==> src/rtl/dlbf_slave_rdctrl_if.sv <==
// Signal bundle between the DLBF RX readback sequencer and its environment:
// session control, slave-side CDC port-B signals and the readout stream.
interface dlbf_slave_rdctrl_if #(
   parameter int unsigned ADDR_W = 16,
   parameter int unsigned DATA_W = 64
);
   logic              start;
   logic [11:0]       niter_cfg;
   logic              rxdone_bram;
   logic [ADDR_W-1:0] rxram_counter_bram;
   logic [DATA_W-1:0] doutb_bram;
   logic              slave_rst_bram;
   logic [11:0]       niter_bram;
   logic [ADDR_W-1:0] addrb_bram;
   logic              enb_bram;
   logic              web_bram;
   logic [DATA_W-1:0] m_data;
   logic              m_valid;
   logic              m_ready;
   logic              busy;
   logic              done;
   logic              err_timeout;

   modport slave (
      input  start, niter_cfg, rxdone_bram, rxram_counter_bram, doutb_bram, m_ready,
      output slave_rst_bram, niter_bram, addrb_bram, enb_bram, web_bram,
             m_data, m_valid, busy, done, err_timeout
   );

   modport master (
      output start, niter_cfg, rxdone_bram, rxram_counter_bram, doutb_bram, m_ready,
      input  slave_rst_bram, niter_bram, addrb_bram, enb_bram, web_bram,
             m_data, m_valid, busy, done, err_timeout
   );
endinterface

==> src/rtl/dlbf_slave_rdctrl.sv <==
// Readback sequencer for the DLBF slave RX RAM: pulses the slave reset, waits for
// receive-done, then streams every received word out with CDC-paced addr/enable steps.
module dlbf_slave_rdctrl #(
   parameter int unsigned ADDR_W      = 16,
   parameter int unsigned DATA_W      = 64,
   parameter int unsigned SETTLE_CYC  = 8,
   parameter int unsigned RD_LAT      = 12,
   parameter int unsigned RST_PULSE   = 16,
   parameter int unsigned TIMEOUT_CYC = 1048576
) (
   input  logic               bram_clk_a,
   input  logic               bram_rst_a_n,
   dlbf_slave_rdctrl_if.slave bus
);
   localparam int unsigned NITER_W = 12;
   localparam int unsigned MAX_A   = (SETTLE_CYC > RD_LAT) ? SETTLE_CYC : RD_LAT;
   localparam int unsigned MAX_B   = (MAX_A > RST_PULSE) ? MAX_A : RST_PULSE;
   localparam int unsigned CNT_MAX = (MAX_B > TIMEOUT_CYC) ? MAX_B : TIMEOUT_CYC;
   localparam int unsigned CNT_W   = $clog2(CNT_MAX + 1);

   typedef enum logic [3:0] {
      S_IDLE, S_RESET, S_WAIT_CLR, S_WAIT_DONE, S_ADDR, S_READ, S_OUT, S_CLOSE, S_FIN
   } state_t;

   state_t              state_q;
   logic [CNT_W-1:0]    cnt_q;
   logic [ADDR_W-1:0]   nwords_q;
   logic [ADDR_W-1:0]   addr_q;
   logic [NITER_W-1:0]  niter_q;
   logic [DATA_W-1:0]   data_q;
   logic                slave_rst_q;
   logic                enb_q;
   logic                valid_q;
   logic                busy_q;
   logic                done_q;
   logic                err_q;

   logic cnt_rst_end_c, cnt_settle_end_c, cnt_rd_end_c, cnt_tmo_end_c;
   assign cnt_rst_end_c    = (cnt_q == CNT_W'(RST_PULSE - 1));
   assign cnt_settle_end_c = (cnt_q == CNT_W'(SETTLE_CYC - 1));
   assign cnt_rd_end_c     = (cnt_q == CNT_W'(RD_LAT - 1));
   assign cnt_tmo_end_c    = (cnt_q == CNT_W'(TIMEOUT_CYC - 1));

   // One shared cycle counter paces every timed state; it restarts on each state entry.
   always_ff @(posedge bram_clk_a or negedge bram_rst_a_n) begin
      if (!bram_rst_a_n) begin
         state_q     <= S_IDLE;
         cnt_q       <= '0;
         nwords_q    <= '0;
         addr_q      <= '0;
         niter_q     <= '0;
         data_q      <= '0;
         slave_rst_q <= 1'b0;
         enb_q       <= 1'b0;
         valid_q     <= 1'b0;
         busy_q      <= 1'b0;
         done_q      <= 1'b0;
         err_q       <= 1'b0;
      end else begin
         done_q <= 1'b0;
         unique case (state_q)
            S_IDLE: begin
               if (bus.start) begin
                  niter_q     <= bus.niter_cfg;
                  err_q       <= 1'b0;
                  slave_rst_q <= 1'b1;
                  busy_q      <= 1'b1;
                  cnt_q       <= '0;
                  state_q     <= S_RESET;
               end
            end
            S_RESET: begin
               if (cnt_rst_end_c) begin
                  slave_rst_q <= 1'b0;
                  cnt_q       <= '0;
                  state_q     <= S_WAIT_CLR;
               end else begin
                  cnt_q <= cnt_q + CNT_W'(1);
               end
            end
            // A done level left over from the previous session must drain first.
            S_WAIT_CLR: begin
               if (!bus.rxdone_bram) begin
                  cnt_q   <= '0;
                  state_q <= S_WAIT_DONE;
               end else if (cnt_tmo_end_c) begin
                  err_q   <= 1'b1;
                  busy_q  <= 1'b0;
                  state_q <= S_IDLE;
               end else begin
                  cnt_q <= cnt_q + CNT_W'(1);
               end
            end
            S_WAIT_DONE: begin
               if (bus.rxdone_bram) begin
                  nwords_q <= bus.rxram_counter_bram;
                  addr_q   <= '0;
                  cnt_q    <= '0;
                  if (bus.rxram_counter_bram == '0) begin
                     done_q  <= 1'b1;
                     state_q <= S_FIN;
                  end else begin
                     state_q <= S_ADDR;
                  end
               end else if (cnt_tmo_end_c) begin
                  err_q   <= 1'b1;
                  busy_q  <= 1'b0;
                  state_q <= S_IDLE;
               end else begin
                  cnt_q <= cnt_q + CNT_W'(1);
               end
            end
            S_ADDR: begin
               if (cnt_settle_end_c) begin
                  cnt_q   <= '0;
                  enb_q   <= 1'b1;
                  state_q <= S_READ;
               end else begin
                  cnt_q <= cnt_q + CNT_W'(1);
               end
            end
            S_READ: begin
               if (cnt_rd_end_c) begin
                  cnt_q   <= '0;
                  data_q  <= bus.doutb_bram;
                  valid_q <= 1'b1;
                  state_q <= S_OUT;
               end else begin
                  cnt_q <= cnt_q + CNT_W'(1);
               end
            end
            S_OUT: begin
               if (bus.m_ready) begin
                  valid_q <= 1'b0;
                  enb_q   <= 1'b0;
                  cnt_q   <= '0;
                  state_q <= S_CLOSE;
               end
            end
            // Address steps by exactly one, and only while the enable is low.
            S_CLOSE: begin
               if (cnt_settle_end_c) begin
                  cnt_q <= '0;
                  if (addr_q == nwords_q - ADDR_W'(1)) begin
                     done_q  <= 1'b1;
                     state_q <= S_FIN;
                  end else begin
                     addr_q  <= addr_q + ADDR_W'(1);
                     state_q <= S_ADDR;
                  end
               end else begin
                  cnt_q <= cnt_q + CNT_W'(1);
               end
            end
            S_FIN: begin
               busy_q  <= 1'b0;
               state_q <= S_IDLE;
            end
            default: begin
               busy_q  <= 1'b0;
               state_q <= S_IDLE;
            end
         endcase
      end
   end

   assign bus.slave_rst_bram = slave_rst_q;
   assign bus.niter_bram     = niter_q;
   assign bus.addrb_bram     = addr_q;
   assign bus.enb_bram       = enb_q;
   assign bus.web_bram       = 1'b0;
   assign bus.m_data         = data_q;
   assign bus.m_valid        = valid_q;
   assign bus.busy           = busy_q;
   assign bus.done           = done_q;
   assign bus.err_timeout    = err_q;
endmodule

==> src/flat_wrapper.sv <==
// flat-port wrapper written by rule: the top's interface ports become plain ports
module dlbf_slave_rdctrl_flat 
#(
   parameter int unsigned ADDR_W      = 16,
   parameter int unsigned DATA_W      = 64,
   parameter int unsigned SETTLE_CYC  = 8,
   parameter int unsigned RD_LAT      = 12,
   parameter int unsigned RST_PULSE   = 16,
   parameter int unsigned TIMEOUT_CYC = 1048576
)
  (bram_clk_a, bram_rst_a_n, bus_start, bus_niter_cfg, bus_rxdone_bram, bus_rxram_counter_bram, bus_doutb_bram, bus_m_ready, bus_slave_rst_bram, bus_niter_bram, bus_addrb_bram, bus_enb_bram, bus_web_bram, bus_m_data, bus_m_valid, bus_busy, bus_done, bus_err_timeout);
  dlbf_slave_rdctrl_if #(.ADDR_W(ADDR_W), .DATA_W(DATA_W)) bus_i ();
  input  logic bram_clk_a;
  input  logic bram_rst_a_n;
  input wire logic [$bits(bus_i.start)-1:0] bus_start;
  input wire logic [$bits(bus_i.niter_cfg)-1:0] bus_niter_cfg;
  input wire logic [$bits(bus_i.rxdone_bram)-1:0] bus_rxdone_bram;
  input wire logic [$bits(bus_i.rxram_counter_bram)-1:0] bus_rxram_counter_bram;
  input wire logic [$bits(bus_i.doutb_bram)-1:0] bus_doutb_bram;
  input wire logic [$bits(bus_i.m_ready)-1:0] bus_m_ready;
  output wire logic [$bits(bus_i.slave_rst_bram)-1:0] bus_slave_rst_bram;
  output wire logic [$bits(bus_i.niter_bram)-1:0] bus_niter_bram;
  output wire logic [$bits(bus_i.addrb_bram)-1:0] bus_addrb_bram;
  output wire logic [$bits(bus_i.enb_bram)-1:0] bus_enb_bram;
  output wire logic [$bits(bus_i.web_bram)-1:0] bus_web_bram;
  output wire logic [$bits(bus_i.m_data)-1:0] bus_m_data;
  output wire logic [$bits(bus_i.m_valid)-1:0] bus_m_valid;
  output wire logic [$bits(bus_i.busy)-1:0] bus_busy;
  output wire logic [$bits(bus_i.done)-1:0] bus_done;
  output wire logic [$bits(bus_i.err_timeout)-1:0] bus_err_timeout;
  assign bus_i.start = bus_start;
  assign bus_i.niter_cfg = bus_niter_cfg;
  assign bus_i.rxdone_bram = bus_rxdone_bram;
  assign bus_i.rxram_counter_bram = bus_rxram_counter_bram;
  assign bus_i.doutb_bram = bus_doutb_bram;
  assign bus_i.m_ready = bus_m_ready;
  assign bus_slave_rst_bram = bus_i.slave_rst_bram;
  assign bus_niter_bram = bus_i.niter_bram;
  assign bus_addrb_bram = bus_i.addrb_bram;
  assign bus_enb_bram = bus_i.enb_bram;
  assign bus_web_bram = bus_i.web_bram;
  assign bus_m_data = bus_i.m_data;
  assign bus_m_valid = bus_i.m_valid;
  assign bus_busy = bus_i.busy;
  assign bus_done = bus_i.done;
  assign bus_err_timeout = bus_i.err_timeout;
  dlbf_slave_rdctrl #(.ADDR_W(ADDR_W), .DATA_W(DATA_W), .SETTLE_CYC(SETTLE_CYC), .RD_LAT(RD_LAT), .RST_PULSE(RST_PULSE), .TIMEOUT_CYC(TIMEOUT_CYC)) u_core (.bram_clk_a(bram_clk_a), .bram_rst_a_n(bram_rst_a_n), .bus(bus_i));
endmodule
==> config.mk <==
export PLATFORM = sky130hd
export DESIGN_NAME = dlbf_slave_rdctrl_flat
export DESIGN_NICKNAME = d
export VERILOG_FILES = /design/src/rtl/dlbf_slave_rdctrl_if.sv /design/src/rtl/dlbf_slave_rdctrl.sv /design/src/flat_wrapper.sv
export SDC_FILE = /design/constraint.sdc
export NUM_CORES = 1
export LEC_CHECK = 0
export CAP_MARGIN = 20
export CORE_MARGIN = 1
export CORE_UTILIZATION = 35
export CTS_CLUSTER_DIAMETER = 30
export DETAILED_ROUTE_END_ITERATION = 7
export GPL_ROUTABILITY_DRIVEN = 0
export SYNTH_ARGS = -nofsm -noshare
export SYNTH_HDL_FRONTEND = slang
export SYNTH_SLANG_ARGS = --single-unit
==> constraint.sdc <==
create_clock -name bram_clk_a -period 8.78 [get_ports bram_clk_a]
set_input_delay 0.878 -clock bram_clk_a [delete_from_list [all_inputs] [get_ports bram_clk_a]]
set_output_delay 0.878 -clock bram_clk_a [all_outputs]
set_load 0.01 [all_outputs]
* Word level (Yosys, flattened, before mapping)
Cells that the tools add are included.
** Storage, ports and cells
- Bits in registers :: 139
- Input port bits :: 97
- Output and inout port bits :: 99
- Logic and storage cells :: 106
** Cells by class
- Add/sub/neg operators :: 3
- Eq/ne operators :: 22
- Multiplexer cells :: 47
- Bitwise gates (word level) :: 1
- Reduce and logical (&&, ||, !) cells :: 21
** Operators by type and width (count)
- two-way mux 21 bit :: 8
- one-hot mux 21 bit (7 select lines) :: 1
- two-way mux 16 bit :: 3
- two-way mux 4 bit :: 11
- == test 21 x 4 -> 1 bit, second input constant :: 2
- one-hot mux 16 bit (2 select lines) :: 1
- one-hot mux 4 bit (8 select lines) :: 1
- adder 21 x 1 -> 21 bit, second input constant :: 1
- == test 21 x 20 -> 1 bit, second input constant :: 1
- == test 21 x 3 -> 1 bit, second input constant :: 1
- adder 16 x 1 -> 16 bit, second input constant :: 1
- == test 16 bit :: 1
- == test 4 x 3 -> 1 bit, second input constant :: 4
- zero test 16 bit :: 1
- two-way mux 1 bit :: 16
- subtractor 16 x 1 -> 16 bit, second input constant :: 1
- inequality test 2 bit, second input constant :: 6
- AND reduction 3 bit :: 4
- AND reduction 4 bit :: 3
- == test 4 x 2 -> 1 bit, second input constant :: 2
- inequality test 2 x 1 -> 1 bit, second input constant :: 4
- one-hot mux 1 bit (2 select lines) :: 4
- nonzero test 2 bit :: 4
- nonzero test 7 bit :: 1
- 10 further kinds :: 12

* Logic depth before layout (Yosys ltp)
- Word-level depth :: 5
- Mapped depth :: 12
- Depth with buffers taken out :: 9

* Worst setup path before layout
No wires, ideal clock.
- Path type :: register -> register
- From :: reg u_core.nwords_q[0]
- To :: reg u_core.addr_q[7], in the netlist u_core.bus.addrb_bram[7]
- Setup time :: 0.066 ns
- Arrival :: 2.877 ns
- Required time :: 8.714 ns
- Slack :: 5.837 ns
- Cell stages (with the launch flop) :: 12
- Buffers on the path :: 2
- Clock period less this slack :: 2.943 ns
- Path through :: dfrtp_1 > inv_1 > ha_1 > or4b_1 > buf_2 > or4b_1 > a21oi_1 > a2111oi_2 > and4_4 > buf_2 > or4_1 > nand2_1
** On the way
- Word-level cells in the longest chain between the ends :: 4
** Ends and longest elaborated chain
- from (decl) :: line dlbf_slave_rdctrl.sv:27 : logic [ADDR_W-1:0] nwords_q;
- from (signal assigned) :: line dlbf_slave_rdctrl.sv:96 : nwords_q <= bus.rxram_counter_bram;
- subtractor 16 x 1 -> 16 bit :: line dlbf_slave_rdctrl.sv:144 : if (addr_q == nwords_q - ADDR_W'(1)) begin
- == test 16 bit :: line dlbf_slave_rdctrl.sv:144
- inequality test 2 bit (no source line)
- AND reduction 4 bit (no source line)
- to (signal assigned) :: line dlbf_slave_rdctrl.sv:148 : addr_q <= addr_q + ADDR_W'(1);
- to (decl) :: line dlbf_slave_rdctrl.sv:28 : logic [ADDR_W-1:0] addr_q;
Every way passes these cells.
A chain may end at the register's enable or synchronous reset.

* Final worst setup path
- From :: reg u_core.cnt_q[4]
- To :: reg u_core.cnt_q[16]
** On the way
- Word-level cells in the longest chain between the ends :: 4
- Elaborated cells on any way between the ends :: 12
- Those cells by class :: 1 x add/sub; 4 x eq/ne; 7 x mux
** Ends and longest elaborated chain
- from (decl) :: line dlbf_slave_rdctrl.sv:26 : logic [CNT_W-1:0] cnt_q;
- from (signal assigned) :: line dlbf_slave_rdctrl.sv:78 : cnt_q <= cnt_q + CNT_W'(1);
- from (signal assigned) :: line dlbf_slave_rdctrl.sv:91 : cnt_q <= cnt_q + CNT_W'(1);
- from (signal assigned) :: line dlbf_slave_rdctrl.sv:110 : cnt_q <= cnt_q + CNT_W'(1);
- adder 21 x 1 -> 21 bit / == test 21 x 20 -> 1 bit (equally long branches)
- two-way mux 21 bit :: line dlbf_slave_rdctrl.sv:86, dlbf_slave_rdctrl.sv:105
- two-way mux 21 bit (on tied branches) :: line dlbf_slave_rdctrl.sv:95, dlbf_slave_rdctrl.sv:83
- one-hot mux 21 bit (7 select lines) * :: line dlbf_slave_rdctrl.sv:61 : unique case (state_q)
Every way passes the cells marked *; elsewhere a longest branch is shown, timed or not.

==> metrics.yaml <==
status: "finished, final reports clean"
synth_nets: 775
post_cts_resized: 0
grt_usage: 0.193
dieArea_mm2: 0.0204
cts_hold_buf: 0
die_y_um: 143
dp.final_hpwl_um: 13500
hp-class: "reg2reg"
dr_total_vias: 5899
maxSlewViolCount: 0
p_sw_uw: 1030
stdcell_count: 1130
crit_path_end_kind: "register"
clock_sinks: 139
dp_cells: 1098
ys.flop_type: "dfrtp_1"
synth_top_area_frac: 0.500
sequentialPowerShare: 0.361
initial_core_util: 0.358
ys_seq_area_frac: 0.500
antenna_found_initial: 0
cp.arrival_ns: 3.67
met2_usage: 0.306
cts.clk_slew.worst_paths_ns: 0.07
ys_warn_count: 0
yosysMostFrequentCell: "dfrtp_1"
max_slew_margin: 0.296
postCtsSetupRepairBufs: 0
nNetsFinal: 952
synthTopCellsByArea: "dfrtp_1, mux2_2, nand2_1"
viasPerCell: 5.22
use_met1: 0.259
drive_above_1_share: 0.148
syn_inst: 675
fmax_mhz: 295
syn_area_per_cell_um2: 10.3
timing.final.ws_setup_ns: 5.39
synth_area_mm2: 0.00696
ant_nets: 0
globalRouteOverflowTotal: 0
power.density_mw_per_mm2: 301
place_ws_ns: 5.44
synth_cell_type_count: 63
grt_pass1_wl_um: 30700
async_reset_ff_frac: 1.00
critPathLaunchType: "register"
drt_first_iter_violations: 274
synth_common_cells: "dfrtp_1, mux2_2, nand2_1"
numCtsBuffers: 17
root_buffer: "clkbuf_16"
setup_viol: 0
io_buffer_count: 194
min_period_over_period: 0.386
clkLatencyLatePin_ns: 0.43
drt_wl_total_um: 19000
ys_ff_latch: 139
p_comb_frac: 0.384
io_pins: 196
crit_required_ns: 9.06
grt.met3_usage: 0.0516
synth_edf_count: 0
core-area_mm2: 0.0195
drc_errors: 0
rows: 51
internal-power_uw: 1900
power_frac_clock: 0.255
max_cap_viol_count: 0
min_period_ns: 3.39
power_leakage_uw: 0.00407
setup_tns_ns: 0
wl_per_cell_um: 16.8
setup.worst_path.class: "reg2reg"
dr.pass1.iters: 5
cts_max_level: 4
hold_viol: 0
skew_ns: 0.0173
grt_pass1_vias: 5663
syn_to_final_growth_pct: 39.3
grt_start_max_net_pins: 83
totalPowerFinal_uw: 2920
cts_buffer_depth: 2
rsz0062_at_grt: "no"
vdd_drop_max_mv: 0.211
die_x_um: 143
grt-busiest-layer: "met2"
antenna_cells: 0
crit_fanout: 15
cts_tree: "yes"
worst_slew_pin_slew_ns: 1.05
synth_top_area_cell: "dfrtp_1"
timing.hold.ws_ns: 0.502
swShare: 0.351
critical path, stage by stage (launching register included):
cell      delay (ns)
dfrtp_1         0.45
nor4_1          0.36
nand4_1         0.13
or4_1           0.58
a211oi_1        0.70
o21ai_1         0.58
a41oi_1         0.38
a31oi_1         0.06
cell usage in the layout (no fill, tap or decap), drive strengths merged, types with 13 or more instances in the layout:
| cell type | n |
|---|---|
| inv | 22 |
| xnor2 | 14 |
| mux2 | 77 |
| nor2 | 30 |
| a31oi | 13 |
| nand4 | 17 |
| nand2 | 76 |
| or3 | 14 |
| o21ai | 42 |
| a21oi | 40 |
| nor3 | 16 |
| dfrtp | 139 |
| clkbuf | 18 |
| nand3 | 20 |
| clkdlybuf4s50 | 193 |
cell type report:
class | instances | area [um^2]
clock buffer | 18 | 439
clock inverter | 14 | 169
fill | 1788 | 9770
inverter | 13 | 48.8
multi-input combinational | 484 | 3260
sequential | 139 | 3480
tap | 265 | 332
timing repair buffer | 197 | 1970
through the flow:
step,util,instance area [um^2]
after floorplan,-,6960
after global placement,0.467,9090
after detailed placement,0.467,9090
after CTS,0.498,9700
after global routing,0.498,9700
final,0.498,9700
metal layers:
metal  up-vias  wire, um  share of wire
met5         -         0              0
li1       2822         -              -
met2       183      9200           0.48
met4         0       227          0.012
met3        15      1140          0.060
met1      2879      8460           0.44
registers in the layout (all words and copies together) (netlist names):
| name | count |
|---|---|
| u_core.state_q | 4 |
| u_core.bus.err_timeout | 1 |
| u_core.bus.addrb_bram | 16 |
| u_core.cnt_q | 21 |
| u_core.bus.enb_bram | 1 |
| u_core.bus.niter_bram | 12 |
| u_core.bus.m_data | 64 |
| u_core.bus.slave_rst_bram | 1 |
| u_core.bus.busy | 1 |
| u_core.nwords_q | 16 |
| u_core.bus.m_valid | 1 |
| u_core.bus.done | 1 |
power by group through the flow:
| stage | sequential (uW) | clock [uW] | combinational, uW |
|---|---|---|---|
| after floorplan | 1070 | 0 | 566 |
| after global placement | 1060 | 0 | 1130 |
| after detailed placement | 1070 | 0 | 1130 |
| after CTS | 1060 | 762 | 1130 |
| after global routing | 1090 | 792 | 1240 |
| final | 1060 | 744 | 1120 |
path summary, 6_finish.rpt:
path / startpoint / endpoint / slack [ns] / cells after the start
worst max-delay path: u_core.cnt_q[4] / u_core.cnt_q[16] / 5.39 / 7
worst min-delay path: u_core.bus.niter_bram[11] / u_core.bus.niter_bram[11] / 0.50 / 1
worst max register to register: u_core.cnt_q[4] / u_core.cnt_q[16] / 5.39 / 7
max in group asynchronous: bram_rst_a_n / u_core.bus.done / 6.99 / 2
min in group asynchronous: bram_rst_a_n / u_core.bus.addrb_bram[10] / 0.52 / 1
worst min register to register: u_core.bus.niter_bram[11] / u_core.bus.niter_bram[11] / 0.50 / 1
cell families after synthesis:
family          share of synthesized area
fa+ha+maj                         0.00540
simple gates                        0.185
mux                                 0.129
xor+xnor                           0.0264
flops                               0.500
buf+inv                            0.0324
other cells                      0.000539
compound gates                      0.121
Power figures use the tool's default switching activity.
